<file path="src/rtl/bft_leaf_interface.sv">
// bft_leaf_interface
// Adapter between one PE and one leaf port of the 8-leaf BFT network.
// The TX side buffers PE words and drives a registered packet onto the leaf. It keeps
// re-driving the same packet for as long as the network rejects it with resend.
// The RX side captures valid leaf packets into a first-word-fall-through FIFO for the PE.
// The network cannot be back-pressured, so a packet that arrives while the RX FIFO is full
// is dropped and counted.
module bft_leaf_interface #(
  parameter int PAYLOAD_SZ = 45,
  parameter int ADDR_W     = 3,
  parameter int P_SZ       = 49,
  parameter int TX_DEPTH   = 16,
  parameter int RX_DEPTH   = 16
) (
  input  logic                  clk,
  input  logic                  reset,
  input  logic [PAYLOAD_SZ-1:0] tx_data,
  input  logic [ADDR_W-1:0]     tx_dest,
  input  logic                  tx_valid,
  output logic                  tx_ready,
  output logic [P_SZ-1:0]       dout_leaf,
  input  logic                  resend,
  input  logic [P_SZ-1:0]       din_leaf,
  output logic [PAYLOAD_SZ-1:0] rx_data,
  output logic                  rx_valid,
  input  logic                  rx_ready,
  output logic                  rx_overflow,
  output logic [15:0]           rx_drop_cnt
);

  localparam int TX_AW = $clog2(TX_DEPTH);
  localparam int RX_AW = $clog2(RX_DEPTH);
  localparam int E_SZ  = ADDR_W + PAYLOAD_SZ;
  localparam logic [TX_AW:0] TX_FULL = (TX_AW+1)'(TX_DEPTH);
  localparam logic [RX_AW:0] RX_FULL = (RX_AW+1)'(RX_DEPTH);

  // TX storage holds {dest, payload}; the valid bit is added when the word is launched.
  logic [E_SZ-1:0]       r_txMem [TX_DEPTH];
  logic [TX_AW-1:0]      r_txWrPtr;
  logic [TX_AW-1:0]      r_txRdPtr;
  logic [TX_AW:0]        r_txCount;
  logic [P_SZ-1:0]       r_doutLeaf;

  logic [PAYLOAD_SZ-1:0] r_rxMem [RX_DEPTH];
  logic [RX_AW-1:0]      r_rxWrPtr;
  logic [RX_AW-1:0]      r_rxRdPtr;
  logic [RX_AW:0]        r_rxCount;
  logic                  r_rxOverflow;
  logic [15:0]           r_rxDropCnt;

  logic                  w_txPush;
  logic                  w_txHold;
  logic                  w_txPop;
  logic [E_SZ-1:0]       w_txHead;
  logic                  w_rxIn;
  logic                  w_rxPop;
  logic                  w_rxWrite;
  logic                  w_rxDrop;
  logic                  w_unusedRxDest;

  // The destination field of a received packet carries no information for the PE.
  assign w_unusedRxDest = ^din_leaf[P_SZ-2:PAYLOAD_SZ];

  assign tx_ready  = (r_txCount != TX_FULL);
  assign w_txPush  = tx_valid && tx_ready;
  assign w_txHold  = r_doutLeaf[P_SZ-1] && resend;
  assign w_txPop   = !w_txHold && (r_txCount != '0);
  assign w_txHead  = r_txMem[r_txRdPtr];
  assign dout_leaf = r_doutLeaf;

  assign rx_valid    = (r_rxCount != '0);
  assign rx_data     = r_rxMem[r_rxRdPtr];
  assign w_rxIn      = din_leaf[P_SZ-1];
  assign w_rxPop     = rx_valid && rx_ready;
  assign w_rxWrite   = w_rxIn && ((r_rxCount != RX_FULL) || w_rxPop);
  assign w_rxDrop    = w_rxIn && !w_rxWrite;
  assign rx_overflow = r_rxOverflow;
  assign rx_drop_cnt = r_rxDropCnt;

  // TX storage write; contents are don't-care until the count says they are live.
  always_ff @(posedge clk) begin
    if (w_txPush) begin
      r_txMem[r_txWrPtr] <= {tx_dest, tx_data};
    end
  end

  // TX pointers and occupancy; a push and a pop at the same edge leave the count unchanged.
  always_ff @(posedge clk) begin
    if (reset) begin
      r_txWrPtr <= '0;
      r_txRdPtr <= '0;
      r_txCount <= '0;
    end else begin
      if (w_txPush) begin
        r_txWrPtr <= r_txWrPtr + 1'b1;
      end
      if (w_txPop) begin
        r_txRdPtr <= r_txRdPtr + 1'b1;
      end
      if (w_txPush && !w_txPop) begin
        r_txCount <= r_txCount + 1'b1;
      end else if (!w_txPush && w_txPop) begin
        r_txCount <= r_txCount - 1'b1;
      end
    end
  end

  // Leaf output register: hold a rejected packet, otherwise launch the FIFO head or go idle.
  always_ff @(posedge clk) begin
    if (reset) begin
      r_doutLeaf <= '0;
    end else if (w_txHold) begin
      r_doutLeaf <= r_doutLeaf;
    end else if (w_txPop) begin
      r_doutLeaf <= {1'b1, w_txHead};
    end else begin
      r_doutLeaf <= '0;
    end
  end

  // RX storage write; only the payload is kept.
  always_ff @(posedge clk) begin
    if (w_rxWrite) begin
      r_rxMem[r_rxWrPtr] <= din_leaf[PAYLOAD_SZ-1:0];
    end
  end

  // RX pointers and occupancy; a full FIFO still accepts when the PE pops at the same edge.
  always_ff @(posedge clk) begin
    if (reset) begin
      r_rxWrPtr <= '0;
      r_rxRdPtr <= '0;
      r_rxCount <= '0;
    end else begin
      if (w_rxWrite) begin
        r_rxWrPtr <= r_rxWrPtr + 1'b1;
      end
      if (w_rxPop) begin
        r_rxRdPtr <= r_rxRdPtr + 1'b1;
      end
      if (w_rxWrite && !w_rxPop) begin
        r_rxCount <= r_rxCount + 1'b1;
      end else if (!w_rxWrite && w_rxPop) begin
        r_rxCount <= r_rxCount - 1'b1;
      end
    end
  end

  // Drop bookkeeping: sticky overflow flag and a saturating drop counter.
  always_ff @(posedge clk) begin
    if (reset) begin
      r_rxOverflow <= 1'b0;
      r_rxDropCnt  <= '0;
    end else if (w_rxDrop) begin
      r_rxOverflow <= 1'b1;
      if (r_rxDropCnt != 16'hFFFF) begin
        r_rxDropCnt <= r_rxDropCnt + 1'b1;
      end
    end
  end

endmodule

</file>
<file path="config.mk">
export PLATFORM = sky130hd
export DESIGN_NAME = bft_leaf_interface
export DESIGN_NICKNAME = d
export VERILOG_FILES = /design/src/rtl/bft_leaf_interface.sv
export SDC_FILE = /design/constraint.sdc
export NUM_CORES = 1
export LEC_CHECK = 0
export BUFFER_PORTS_ARGS = -buffer_cell sky130_fd_sc_hd__buf_2
export CAP_MARGIN = 10
export CORE_MARGIN = 10
export CORE_UTILIZATION = 46
export DETAILED_ROUTE_END_ITERATION = 7
export SETUP_SLACK_MARGIN = 0.15
export SLEW_MARGIN = 20
export SYNTH_ARGS = -nofsm -noshare
export SYNTH_HDL_FRONTEND = slang
export SYNTH_SLANG_ARGS = --single-unit
</file>
<file path="constraint.sdc">
create_clock -name clk -period 9.8 [get_ports clk]
set_input_delay 0.49 -clock clk [delete_from_list [all_inputs] [get_ports clk]]
set_output_delay 0.49 -clock clk [all_outputs]
set_load 0.005 [all_outputs]
</file>
==> impl_results.md <==
* Post-synth top area cell: edfxtp_1
* Met3 global-route usage at under 10%
* Skew-Pair Late Insertion Delay at a little under 0.8 ns
* Adder-Cell Fraction of Synth Area at less than 1%
* DR DRC count at 0
* Main combinational cell family by area after synthesis: multiplexers
* Max rail drop VDD at 0.174 mV
* Max-Cap Viols at 0
* Most frequent cells in the layout: edfxtp_1 (1488), mux4_2 (369), buf_2 (211)
* Critical path data required time at a little over 9 ns
* Tot GR Track Use at about a fifth
* Syn Area/Cell at between 20 and 25 µm²
* CTS tree: yes
* Full die area at roughly 150000 µm²
* Combinational Power Share at 17.6%
* Sequential fraction of the synthesis area at around 77%
* RSZ-0062 raised after global routing: no
* H-tree levels at 4
* Starting Density at a little under half
* TritonCTS Sinks at around 1600
* Router iterations before antenna repair at 5
* Initial antenna violation count at 25
* Clock skew at 0.0274 ns
* Power density cells at 243 nW/µm²
* Final period util at 46.0%
* Hold Fails Final Rpt at 0
* Slowest cell on crit path: dfxtp_4
* Worst Tran Pin Value at roughly 1.1 ns
* Post-Synth XOR/XNOR Area at less than 1%
* Worst setup path class: reg2out
* Sw Ratio at 25.2%
* CTS Buf Count at 160
* Number of global-route vias before repair at roughly 30000
* Sequential Power Share at 47.5%
* Core outline area at between 100000 and 150000 µm²
* Post-Synthesis Cells at roughly 2700
* FFs w/ async S/R, synth at 0%
* P_int at approximately 12 mW
* Routed WL per cell at between 20 and 30 µm
* Top cells by area, synth: edfxtp_1 (74%), mux4_2 (14%), dfxtp_1 (3.3%)
* Top cell type's share of synthesized area at about three quarters
* Yosys reg bits at ~1600
* Net Switching at 4.19 mW
* I/O Buffers at 211
* GP Congestion at around 0.73
* CP cell instances: buf_4 -> mux4_2 -> mux4_2 -> buf_2
* Lkg Pwr at 21.4 nW
* CP peak stage delay at 0.92 ns
* Power share of the clock group at between 30% and 40%
* Layout cell share with drive strength beyond 1 at a little under a third
* Largest net degree at the start of global routing at around 110
* GRT overflow at 0
* Hold Crit Class: in2reg
* First-pass GRT wire length at approximately 200000 µm
* Die Width at between 300 and 400 µm
* Crit path launch type: flop
* Max clock buf depth at 3
* Most used cell, CP: mux4_2
* Initial detailed-routing violation count at roughly 2500
* Crit path max-delay family: multiplexers
* Filler instances at 10100
* Max-slew violation count at 0
* Synth Area in Compound Gates at under 10%
* Mean number of vias per cell at 5.80
* Unique masters post-synth at 57
* Achievable Freq at around 220 MHz
* Area growth syn-to-layout at 13.7%
* CTS Root Cell: clkbuf_16
* DR vias at roughly 28000
* Post-Place Worst Slack at ~6 ns
* Synthesized Nets at between 2000 and 3000
* Worst Path Max Fanout at 48
* Worst setup margin at 5.29 ns
* Final nets at 3152
* Quantity of gates resized following cts at 0
* Post-DRT Antenna Nets at 0
* Clock-pin slew on the worst setup and hold paths at about 0.06 ns
* Post-synth EDFFs at around 1500
* Buffers plus inverters on the worst setup path at 2
* Worst path arrival time at roughly 4 ns
* Min cycle time layout at between 4 and 5 ns
* Mux cell area share after synthesis at about 16%
* Postcts setup bufs at 0
* Num rows at around 130
* CP endpoint kind: output pin
* M2 GR Usage at 32.5%
* Simple-Gate Fraction of Synth Area at 2.09%
* Die Span Y at 382 µm
* Cts hold-fix bufs at 0
* Met1 Usage GRT at between 20% and 30%
* Synth Cell Area at 60300 µm²
* Synth Warn # at 0
* Post-Route WL at approximately 140000 µm
* Ys flop type: edfxtp_1
* Final setup fails at 0
* Detailed placement HPWL at around 70000 µm
* Slew headroom at approximately 28%
* GR peak layer: met2
* # IOs at around 220
* Setup tns final at 0 ns
* Status: completed
* Commonest non-fill, non-tap cell in the layout: edfxtp_1
-- metrics by stage --
stage / hold slack, ns / std cells / power [mW] / instance area (µm²) / util (%)
floorplan: 0.465 / 2744 / 10.1 / 60300 / -
global placement: 0.450 / 4607 / 11.0 / 63500 / 48.9
detailed placement: 0.473 / 4609 / 11.1 / 63500 / 48.9
CTS: 0.0241 / 4903 / 16.9 / 68600 / 52.8
global route: 0.0482 / 4904 / 17.4 / 68600 / 52.8
finish: 0.0797 / 4907 / 16.7 / 68600 / 52.8
-- path summary, 6_finish.rpt --
check	start	to	slack, ns	cells past startpoint
worst max register to register	flop	dout_leaf[25]	6.31	6
worst min-delay path	tx_data[22]	r_txMem[6][22]	0.08	1
worst min register to register	dout_leaf[42]	dout_leaf[42]	0.49	1
worst max-delay path	flop	rx_data[35]	5.29	4
-- sequential cells by signal, indices dropped and copies added (netlist names), named ones only --
signal and cells:
r_txRdPtr 4, r_rxWrPtr 4, r_rxMem 720, dout_leaf 49, r_txWrPtr 4, r_rxCount 5, rx_drop_cnt 16, r_txMem 768
r_txCount 5, rx_overflow 1, r_rxRdPtr 4
-- cell type report --
type | count | area (µm²) | share of cell area, %
timing repair buffer | 266 | 1510 | 2.20
sequential | 1588 | 46700 | 68.1
antenna | 4 | 10.0 | 0.0146
clock buffer | 224 | 4440 | 6.48
inverter | 11 | 46.3 | 0.0675
multi-input combinational | 1002 | 13100 | 19.1
clock inverter | 70 | 574 | 0.838
tap | 1742 | 2180 | 3.18
-- cells by family (layout without fill, tap and decap cells) --
| kind of cell | count (synthesis) | after routing |
|---|---|---|
| xor gates and xnor gates | 31 | 31 |
| DFF | 1588 | 1588 |
| and+or+nand+nor | 277 | 277 |
| AOI/OAI and AO/OA | 154 | 154 |
| buffers and inverters | 154 | 571 |
| muxes | 519 | 519 |
| other | 0 | 4 |
| adders and majority gates | 21 | 21 |
-- power groups by stage --
stage / clock network [mW] / registers (mW) / logic, mW
detailed placement: 0 / 8.07 / 2.99
global route: 6.24 / 7.96 / 3.18
floorplan: 0 / 7.93 / 2.19
global placement: 0 / 8.05 / 2.93
CTS: 5.95 / 7.93 / 3.00
finish: 5.82 / 7.92 / 2.93
-- cells in the mapped netlist, types with 2 or more instances --
cell / count
a21o_1: 4
a21oi_1: 17
a221o_1: 22
a221oi_1: 22
a22o_1: 2
a22oi_1: 11
a22oi_2: 15
and2_1: 5
and3_1: 2
and4_1: 2
buf_1: 12
buf_2: 54
buf_4: 7
buf_6: 14
clkbuf_1: 55
dfxtp_1: 100
edfxtp_1: 1488
fa_1: 2
ha_1: 19
inv_1: 10
mux2_2: 50
mux2i_1: 99
mux4_2: 369
nand2_1: 119
nand2b_1: 7
nand3_1: 7
nand4_1: 7
nor2_1: 75
nor3_1: 14
nor4_1: 25
o2111ai_1: 2
o211ai_1: 4
o21ai_0: 39
o21ai_1: 10
or3_1: 3
xnor2_1: 16
xor2_1: 15
-- layer usage --
layer / wire length, µm / share of wire, %
met1: 54900 / 40
met2: 70700 / 51
met3: 9010 / 6.5
met4: 3050 / 2.2
met5: 104 / 0.075
Power figures use the tool's default switching activity.
